[src/rtl/clock_set_ctrl.sv]
`default_nettype none
// ============================================================================
// clock_set_ctrl : HH:MM time-keeping and two-button time-setting controller
// Option macro   : AUTO_REPEAT_EN (held btn_inc auto-repeats in set modes)
// Revision       : 1.0 - initial release
// ============================================================================
module clock_set_ctrl #(
  parameter int DEB_CYCLES  = 500000,
  parameter int BLINK_TICKS = 5,
  parameter int REPEAT_DLY  = 8,
  parameter int REPEAT_RATE = 2
) (
  input  logic        clk,
  input  logic        RST,
  input  logic        tick,
  input  logic        btn_mode,
  input  logic        btn_inc,
  output logic [15:0] time_bcd,
  output logic [3:0]  les,
  output logic [3:0]  points,
  output logic [1:0]  mode,
  output logic        day_wrap
);

  localparam int DW = $clog2(DEB_CYCLES);
  localparam int BW = (BLINK_TICKS < 2) ? 1 : $clog2(BLINK_TICKS);
  localparam logic [DW-1:0] C_DEB_LAST   = DW'(DEB_CYCLES - 1);
  localparam logic [BW-1:0] C_BLINK_LAST = BW'(BLINK_TICKS - 1);

  typedef enum logic [1:0] {
    S_RUN   = 2'b00,
    S_SET_H = 2'b01,
    S_SET_M = 2'b10
  } state_t;

  logic [1:0] w_btn_raw;
  logic [1:0] w_deb;
  logic [1:0] w_press;
  logic       w_mode_press;
  logic       w_inc_press;
  logic       w_inc_ev;

  state_t r_state;
  state_t w_state_nxt;

  logic [BW-1:0] r_blink_cnt;
  logic [BW-1:0] w_blink_nxt;
  logic          r_phase;
  logic          w_phase_nxt;
  logic [3:0]    r_les;
  logic [3:0]    w_les_nxt;

  logic [7:0] r_hour;
  logic [7:0] r_min;
  logic [7:0] w_hour_nxt;
  logic [7:0] w_min_nxt;
  logic [8:0] w_min_inc;
  logic [8:0] w_hour_inc;
  logic       w_wrap;
  logic       r_day_wrap;

  assign w_btn_raw = {btn_inc, btn_mode};

  // Index 0 = mode button, index 1 = increment button.
  for (genvar gi = 0; gi < 2; gi++) begin : g_deb
    logic [1:0]    r_sync;
    logic          r_level;
    logic          r_level_d;
    logic [DW-1:0] r_cnt;

    always_ff @(posedge clk or posedge RST) begin
      if (RST) begin
        r_sync    <= 2'b00;
        r_level   <= 1'b0;
        r_level_d <= 1'b0;
        r_cnt     <= '0;
      end else begin
        r_sync    <= {r_sync[0], w_btn_raw[gi]};
        r_level_d <= r_level;
        if (r_sync[1] == r_level) begin
          r_cnt <= '0;
        end else if (r_cnt == C_DEB_LAST) begin
          r_level <= r_sync[1];
          r_cnt   <= '0;
        end else begin
          r_cnt <= r_cnt + DW'(1);
        end
      end
    end

    assign w_deb[gi]   = r_level;
    assign w_press[gi] = r_level & ~r_level_d;
  end

  assign w_mode_press = w_press[0];
  assign w_inc_press  = w_press[1];

`ifdef AUTO_REPEAT_EN
  localparam int RDW = (REPEAT_DLY < 1) ? 1 : $clog2(REPEAT_DLY + 1);
  localparam int RRW = (REPEAT_RATE < 2) ? 1 : $clog2(REPEAT_RATE);
  localparam logic [RDW-1:0] C_REP_DLY  = RDW'(REPEAT_DLY);
  localparam logic [RRW-1:0] C_REP_LAST = RRW'(REPEAT_RATE - 1);

  logic [RDW-1:0] r_rep_dly;
  logic [RRW-1:0] r_rep_rate;
  logic           w_held;
  logic           w_rep_fire;
  logic           w_unused_deb;

  assign w_unused_deb = w_deb[0];
  assign w_held       = w_deb[1] & (r_state != S_RUN);
  assign w_rep_fire   = tick & w_held & (r_rep_dly == C_REP_DLY) & (r_rep_rate == C_REP_LAST);

  always_ff @(posedge clk or posedge RST) begin
    if (RST) begin
      r_rep_dly  <= '0;
      r_rep_rate <= '0;
    end else if (!w_held || w_mode_press) begin
      r_rep_dly  <= '0;
      r_rep_rate <= '0;
    end else if (tick) begin
      if (r_rep_dly != C_REP_DLY) begin
        r_rep_dly <= r_rep_dly + RDW'(1);
      end else if (r_rep_rate == C_REP_LAST) begin
        r_rep_rate <= '0;
      end else begin
        r_rep_rate <= r_rep_rate + RRW'(1);
      end
    end
  end

  assign w_inc_ev = w_inc_press | w_rep_fire;
`else
  logic w_unused_rep;
  assign w_unused_rep = ^{REPEAT_DLY, REPEAT_RATE, w_deb};
  assign w_inc_ev     = w_inc_press;
`endif

  always_ff @(posedge clk or posedge RST) begin
    if (RST) begin
      r_state <= S_RUN;
    end else begin
      r_state <= w_state_nxt;
    end
  end

  always_comb begin
    w_state_nxt = r_state;
    if (w_mode_press) begin
      case (r_state)
        S_RUN:   w_state_nxt = S_SET_H;
        S_SET_H: w_state_nxt = S_SET_M;
        default: w_state_nxt = S_RUN;
      endcase
    end
  end

  // Any mode change restarts the blink cycle so the new digits show immediately.
  always_comb begin
    w_blink_nxt = r_blink_cnt;
    w_phase_nxt = r_phase;
    if (w_mode_press) begin
      w_blink_nxt = '0;
      w_phase_nxt = 1'b0;
    end else if (tick) begin
      if (r_blink_cnt == C_BLINK_LAST) begin
        w_blink_nxt = '0;
        w_phase_nxt = ~r_phase;
      end else begin
        w_blink_nxt = r_blink_cnt + BW'(1);
      end
    end
  end

  always_comb begin
    w_les_nxt = 4'b0000;
    if (w_phase_nxt) begin
      if (w_state_nxt == S_SET_H) begin
        w_les_nxt = 4'b1100;
      end else if (w_state_nxt == S_SET_M) begin
        w_les_nxt = 4'b0011;
      end
    end
  end

  function automatic logic [8:0] f_inc_min(input logic [3:0] m1, input logic [3:0] m0);
    if (m0 != 4'd9) begin
      return {1'b0, m1, m0 + 4'd1};
    end else if (m1 != 4'd5) begin
      return {1'b0, m1 + 4'd1, 4'd0};
    end
    return 9'h100;
  endfunction

  function automatic logic [8:0] f_inc_hour(input logic [3:0] h1, input logic [3:0] h0);
    if ((h1 == 4'd2) && (h0 == 4'd3)) begin
      return 9'h100;
    end else if (h0 == 4'd9) begin
      return {1'b0, h1 + 4'd1, 4'd0};
    end
    return {1'b0, h1, h0 + 4'd1};
  endfunction

  always_comb begin
    w_min_inc  = f_inc_min(r_min[7:4], r_min[3:0]);
    w_hour_inc = f_inc_hour(r_hour[7:4], r_hour[3:0]);
    w_min_nxt  = r_min;
    w_hour_nxt = r_hour;
    w_wrap     = 1'b0;
    case (r_state)
      S_RUN: begin
        if (tick) begin
          w_min_nxt = w_min_inc[7:0];
          if (w_min_inc[8]) begin
            w_hour_nxt = w_hour_inc[7:0];
            w_wrap     = w_hour_inc[8];
          end
        end
      end
      S_SET_H: begin
        if (w_inc_ev && !w_mode_press) begin
          w_hour_nxt = w_hour_inc[7:0];
        end
      end
      S_SET_M: begin
        if (w_inc_ev && !w_mode_press) begin
          w_min_nxt = w_min_inc[7:0];
        end
      end
      default: begin
        w_min_nxt = r_min;
      end
    endcase
  end

  always_ff @(posedge clk or posedge RST) begin
    if (RST) begin
      r_hour      <= 8'h00;
      r_min       <= 8'h00;
      r_day_wrap  <= 1'b0;
      r_blink_cnt <= '0;
      r_phase     <= 1'b0;
      r_les       <= 4'b0000;
    end else begin
      r_hour      <= w_hour_nxt;
      r_min       <= w_min_nxt;
      r_day_wrap  <= w_wrap;
      r_blink_cnt <= w_blink_nxt;
      r_phase     <= w_phase_nxt;
      r_les       <= w_les_nxt;
    end
  end

  assign time_bcd = {r_hour, r_min};
  assign les      = r_les;
  assign points   = 4'b0100;
  assign mode     = r_state;
  assign day_wrap = r_day_wrap;

endmodule
`default_nettype wire
[config.mk]
export PLATFORM = sky130hd
export DESIGN_NAME = clock_set_ctrl
export DESIGN_NICKNAME = d
export VERILOG_FILES = /design/src/rtl/clock_set_ctrl.sv
export SDC_FILE = /design/constraint.sdc
export NUM_CORES = 1
export LEC_CHECK = 0
export CORE_MARGIN = 5
export CORE_UTILIZATION = 45
export DETAILED_ROUTE_END_ITERATION = 8
export GPL_ROUTABILITY_DRIVEN = 0
export PLACE_DENSITY = 0.74
export SKIP_LAST_GASP = 1
export SYNTH_ARGS = -nofsm -noshare
export SYNTH_HDL_FRONTEND = slang
export SYNTH_SLANG_ARGS = --single-unit
[constraint.sdc]
create_clock -name clk -period 4.45 [get_ports clk]
set_input_delay 0.6675 -clock clk [delete_from_list [all_inputs] [get_ports clk]]
set_output_delay 0.6675 -clock clk [all_outputs]
set_load 0.02 [all_outputs]
* Word-level counts from Yosys, hierarchy flattened *
Index checks and enable logic that the tools add are counted.

storage, ports and cells
  register bits after elaboration = 73
  input bits = 5
  logic and storage cells = 93

operators by class
  add/sub/neg operators = 7
  eq/ne operators = 18
  multiplexer cells = 35
  bitwise operators = 7
  reduce and logical (&&, ||, !) cells = 11

operators with widths
  operator                                               number
  two-way mux 19 bit                                     4
  two-way mux 9 bit                                      6
  two-way mux 8 bit                                      5
  adder 19 x 1 -> 19 bit, second input constant          2
  equality test 19 bit, second input constant            2
  one-hot mux 8 bit (2 select lines)                     2
  adder 4 x 1 -> 4 bit, second input constant            4
  two-way mux 1 bit                                      10
  two-way mux 3 bit                                      3
  equality test 4 x 2 -> 1 bit, second input constant    2
  two-way mux 4 bit                                      2
  inequality test 2 bit, second input constant           4
  nonzero test 2 bit                                     3
  inverter 1 bit                                         5
  equality test 2 x 1 -> 1 bit, second input constant    2
  equality test 2 bit, second input constant             2
  equality test 4 bit, second input constant             1
  two-way mux 2 bit                                      2
  inequality test 4 x 3 -> 1 bit, second input constant  1
  inequality test 4 bit, second input constant           1
  one-hot mux 2 bit (2 select lines)                     1
  AND reduction 2 bit                                    2
  AND reduction 4 bit                                    1
  adder 3 x 1 -> 3 bit, second input constant            1
  other kinds (7)                                        10

* Longest topological paths before layout *
  word-level depth = 7
  gate-level depth with buffers = 8
  gate-level depth less buffers = 7

* Worst setup path before layout *
No wires, ideal clock.

  path kind = register to register
  start = register r_min[0]
  end = register r_hour[6]
  arrival time = 2.133 ns
  slack = 2.251 ns
  stages on the path, launching flop included = 8
  buffers on the path = 1
  cell sequence = dfrtp_1 -> ha_1 -> and3b_1 -> clkbuf_1 -> nand4b_1 -> a221o_1 -> or4b_1 -> nand2_1

on the way
  word-level cells in the longest chain between the ends = 5
  elaborated cells between the ends (all ways) = 6

ends and longest elaborated chain
  item                                                    RTL line  RTL
  start, declared                                         54        logic [7:0] r_min;
  start signal, assigned                                  246       r_min <= w_min_nxt;
  inequality test 4 bit *                                 187       if (m0 != 4'd9) begin
  two-way mux 9 bit or two-way mux 1 bit (tied branches)  187
  two-way mux 9 bit *                                     192       return 9'h100;
  inequality test 2 bit (no line) *                       -
  AND reduction 4 bit (no line) *                         -
  end signal, assigned                                    245       r_hour <= w_hour_nxt;
  end, declared                                           53        logic [7:0] r_hour;

Mark *: on every way between the ends. The rest lies on a longest branch, timed or not.
A chain may end at the register's enable or synchronous reset.

* Worst setup path after layout *
Same ends and word-level chain as after synthesis.

==> qor.csv <==
stage;metric;value;unit
worst_setup_path;Setup crit end kind;register;
clock_tree;H-tree levels;3;
yosys;top_reg_cell synth;dfrtp_1;
timing;Setup Skew;0.00982;ns
detailed_routing;Vias;2466;
floorplanning;Site Rows;31;
clock_tree;CTS root buffer;clkbuf_8;
worst_setup_path;R2R cell count;6;
yosys;Unique masters post-synth;39;
detailed_routing;starting DRC count in detailed routing;55;
clock_tree;post-cts resize count;0;
worst_setup_path;CP Data Arrival Time;2.52;ns
yosys;FFs w/ async S/R, synth;1.00;
detailed_routing;DRC;0;
detailed_routing;WL/cell;12.5;um
placement;I/O Buffers;27;
clock_tree;Clock transition at path regs;0.07;ns
detailed_routing;antenna-violating nets left;0;
timing;Setup Viol. Count Final;0;
clock_tree;CTS Sinks;71;
timing;RSZ-0062 raised after global routing;no;
clock_tree;TritonCTS clock tree;built;
detailed_routing;highest routed layer;met4;
worst_hold_path;HP Class;reg -> reg;
yosys;sequential share of the synthesized area;0.517;
global_route;first-pass GRT wire length;10.3;mm
yosys;Cell Area, Synth;3440;sq um
yosys;Post-synth EDFFs;0;
timing;Final Hold Fails;0;
detailed_routing;DRT Pass-1 Iters;5;
timing;Max Transition Viols Final;0;
yosys;Mapped Cells;349;
floorplanning;core box area;7330;sq um
layout;layout cells sized above 1;0.0735;
layout;Nets;394;
floorplanning;total I/O pin count;32;
floorplanning;initial core utilization;0.469;
detailed_routing;met2 wire len;2.73;mm
timing;Final Hold Slack;0.351;ns
layout;# diodes;0;
detailed_routing;M1 WL;2.93;mm
detailed_routing;via/cell ratio;5.14;
floorplanning;die area;9490;sq um
detailed_routing;routed wl met3;232;um
power;PD cells;432;nW/um^2
layout;final core occ;0.543;
global_route;initial antenna violation count;0;
global_route;largest net degree at the start of global routing;29;
clock_tree;hold buffer count at CTS;0;
timing;worst slew pin tran;0.570;ns
clock_tree;Clk Latency, worst-skew pair;0.34;ns
global_route;number of global-route vias before repair;2326;
outcome;status;finished clean;
layout;P&R area growth vs syn;15.7;%
yosys;Syn. warnings;0;
clock_tree;clock buffer depth;2;
timing;relative slew slack;0.617;
timing;period utilization;0.503;
timing;Fmax;447;MHz
floorplanning;Die H;97.4;um
worst_hold_path;Hold Path Stages;0;
power;maximum VDD drop;0.243;mV
placement;DP HPWL;4.17;mm
power;P_leak;1.73;nW
timing;Setup TNS;0;ns
job;Max-Cap Viols;0;
worst_setup_path;crit path max fanout;7;
worst_setup_path;Crit Path Class;reg -> reg;
timing;minimum clock period;2.24;ns
global_route;total congestion overflow;0;
detailed_routing;Total Wirelength;5.98;mm
yosys;Syn Area/Cell;9.85;sq um
clock_tree;CTS Buf Count;9;
clock_tree;setup bufs post-CTS;0;
floorplanning;Die Wd;97.4;um
yosys;Synth Register Bits;71;
worst_setup_path;CP Data Required Time;4.73;ns
power;total power;1.72;mW
worst_setup_path;critical path startpoint category;register;
global_route;GR Util All Layers;0.131;
-- synthesized netlist by cell type (all sizes together), types with 4 or more instances --
| cell | number | area share |
|---|---|---|
| a21o | 5 | 0.011 |
| and3 | 4 | 0.0073 |
| and4 | 5 | 0.013 |
| buf | 7 | 0.014 |
| clkbuf | 7 | 0.0076 |
| dfrtp | 71 | 0.52 |
| ha | 12 | 0.044 |
| inv | 16 | 0.017 |
| mux2 | 4 | 0.013 |
| nand2 | 24 | 0.026 |
| nand3 | 25 | 0.036 |
| nand4 | 6 | 0.011 |
| nor2 | 60 | 0.066 |
| nor3 | 11 | 0.016 |
| o21ai | 13 | 0.019 |
| o31ai | 5 | 0.011 |
| or2 | 6 | 0.011 |
| xnor2 | 20 | 0.051 |
| xor2 | 17 | 0.043 |
-- registers in the layout, indices dropped and copies added (netlist names) --
name / cells
g_deb.r_cnt: 38
r_hour: 8
r_min: 8
g_deb.r_sync: 4
r_blink_cnt: 3
g_deb.r_level: 2
g_deb.r_level_d: 2
les: 2
mode: 2
day_wrap: 1
r_phase: 1
-- power breakdown --
group,leakage [nW],internal [mW],switching (mW)
clock network,0.0985,0.286,0.232
logic,0.706,0.188,0.211
registers,0.922,0.717,0.0868
total,1.73,1.19,0.529
-- metal layers --
metal / vias up / global-route usage
li1: 1224 / -
met1: 1197 / 0.170
met2: 39 / 0.206
met3: 6 / 0.0380
met4: 0 / 0.0543
met5: - / 0
-- worst max-delay path, stage by stage, from the launching register on --
cell	delay (ns)
dfrtp_1	0.45
ha_1	0.22
and3b_1	0.35
nand4b_1	0.17
a221o_1	0.43
or4b_1	0.49
nand2_1	0.07
-- layout by cell type (no fill, tap or decap), types with 2 or more instances in the layout --
master           instances
nand4b_1                 3
nand3_1                 25
mux2_2                   4
nand2b_1                 3
dfrtp_1                 71
nand4_1                  6
nor3_1                  11
inv_1                   15
ha_1                    12
buf_4                    2
nand3b_1                 3
nor2b_1                  3
o21ai_0                 13
nor4_1                   3
clkbuf_8                11
clkdlybuf4s50_1         27
and3_1                   4
and4_1                   5
nor2_1                  60
a21o_1                   4
xnor2_1                 20
conb_1                   4
o31ai_1                  5
nand2_1                 24
and3b_1                  2
xor2_1                  17
or2_2                    5
a21oi_1                  3
-- cell families (layout without fill, tap and decap cells) --
group,Yosys count,in the layout,share of synthesized area
DFF,71,71,0.517
AOI/OAI and AO/OA,28,28,0.0509
xor gates and xnor gates,37,37,0.0943
and+or+nand+nor,164,164,0.237
adders and majority gates,12,12,0.0437
other,2,4,0.00218
buffers and inverters,30,60,0.0393
muxes,5,5,0.0160
-- stage by stage --
step	instances	setup WS (ns)	instance area (sq um)
floorplan	351	1.99	3450
global placement	465	1.92	3780
detailed placement	465	1.90	3780
CTS	480	2.20	3980
global route	480	2.05	3980
finish	480	2.21	3980
-- area by class of cell --
cell class              count  area (sq um)
flip-flops and latches     71          1780
well taps                  99           124
fillers                   642          3350
clock inverters             3          42.5
multi-input cells         250          1530
repair buffers             29           285
clock buffers              12           155
inverters                  16          60.1
-- path summary, 6_finish.rpt --
kind                               startpoint                 end  slack, ns
setup / recovery                     r_min[0]           r_hour[6]       2.21
hold / removal             g_deb[0].r_sync[0]  g_deb[0].r_sync[1]       0.35
setup reg to reg                     r_min[0]           r_hour[6]       2.21
hold reg to reg            g_deb[0].r_sync[0]  g_deb[0].r_sync[1]       0.35
max in group asynchronous                 RST            r_min[7]       3.05
min in group asynchronous                 RST  g_deb[0].r_cnt[16]       0.66
Power figures use the tool's default switching activity.
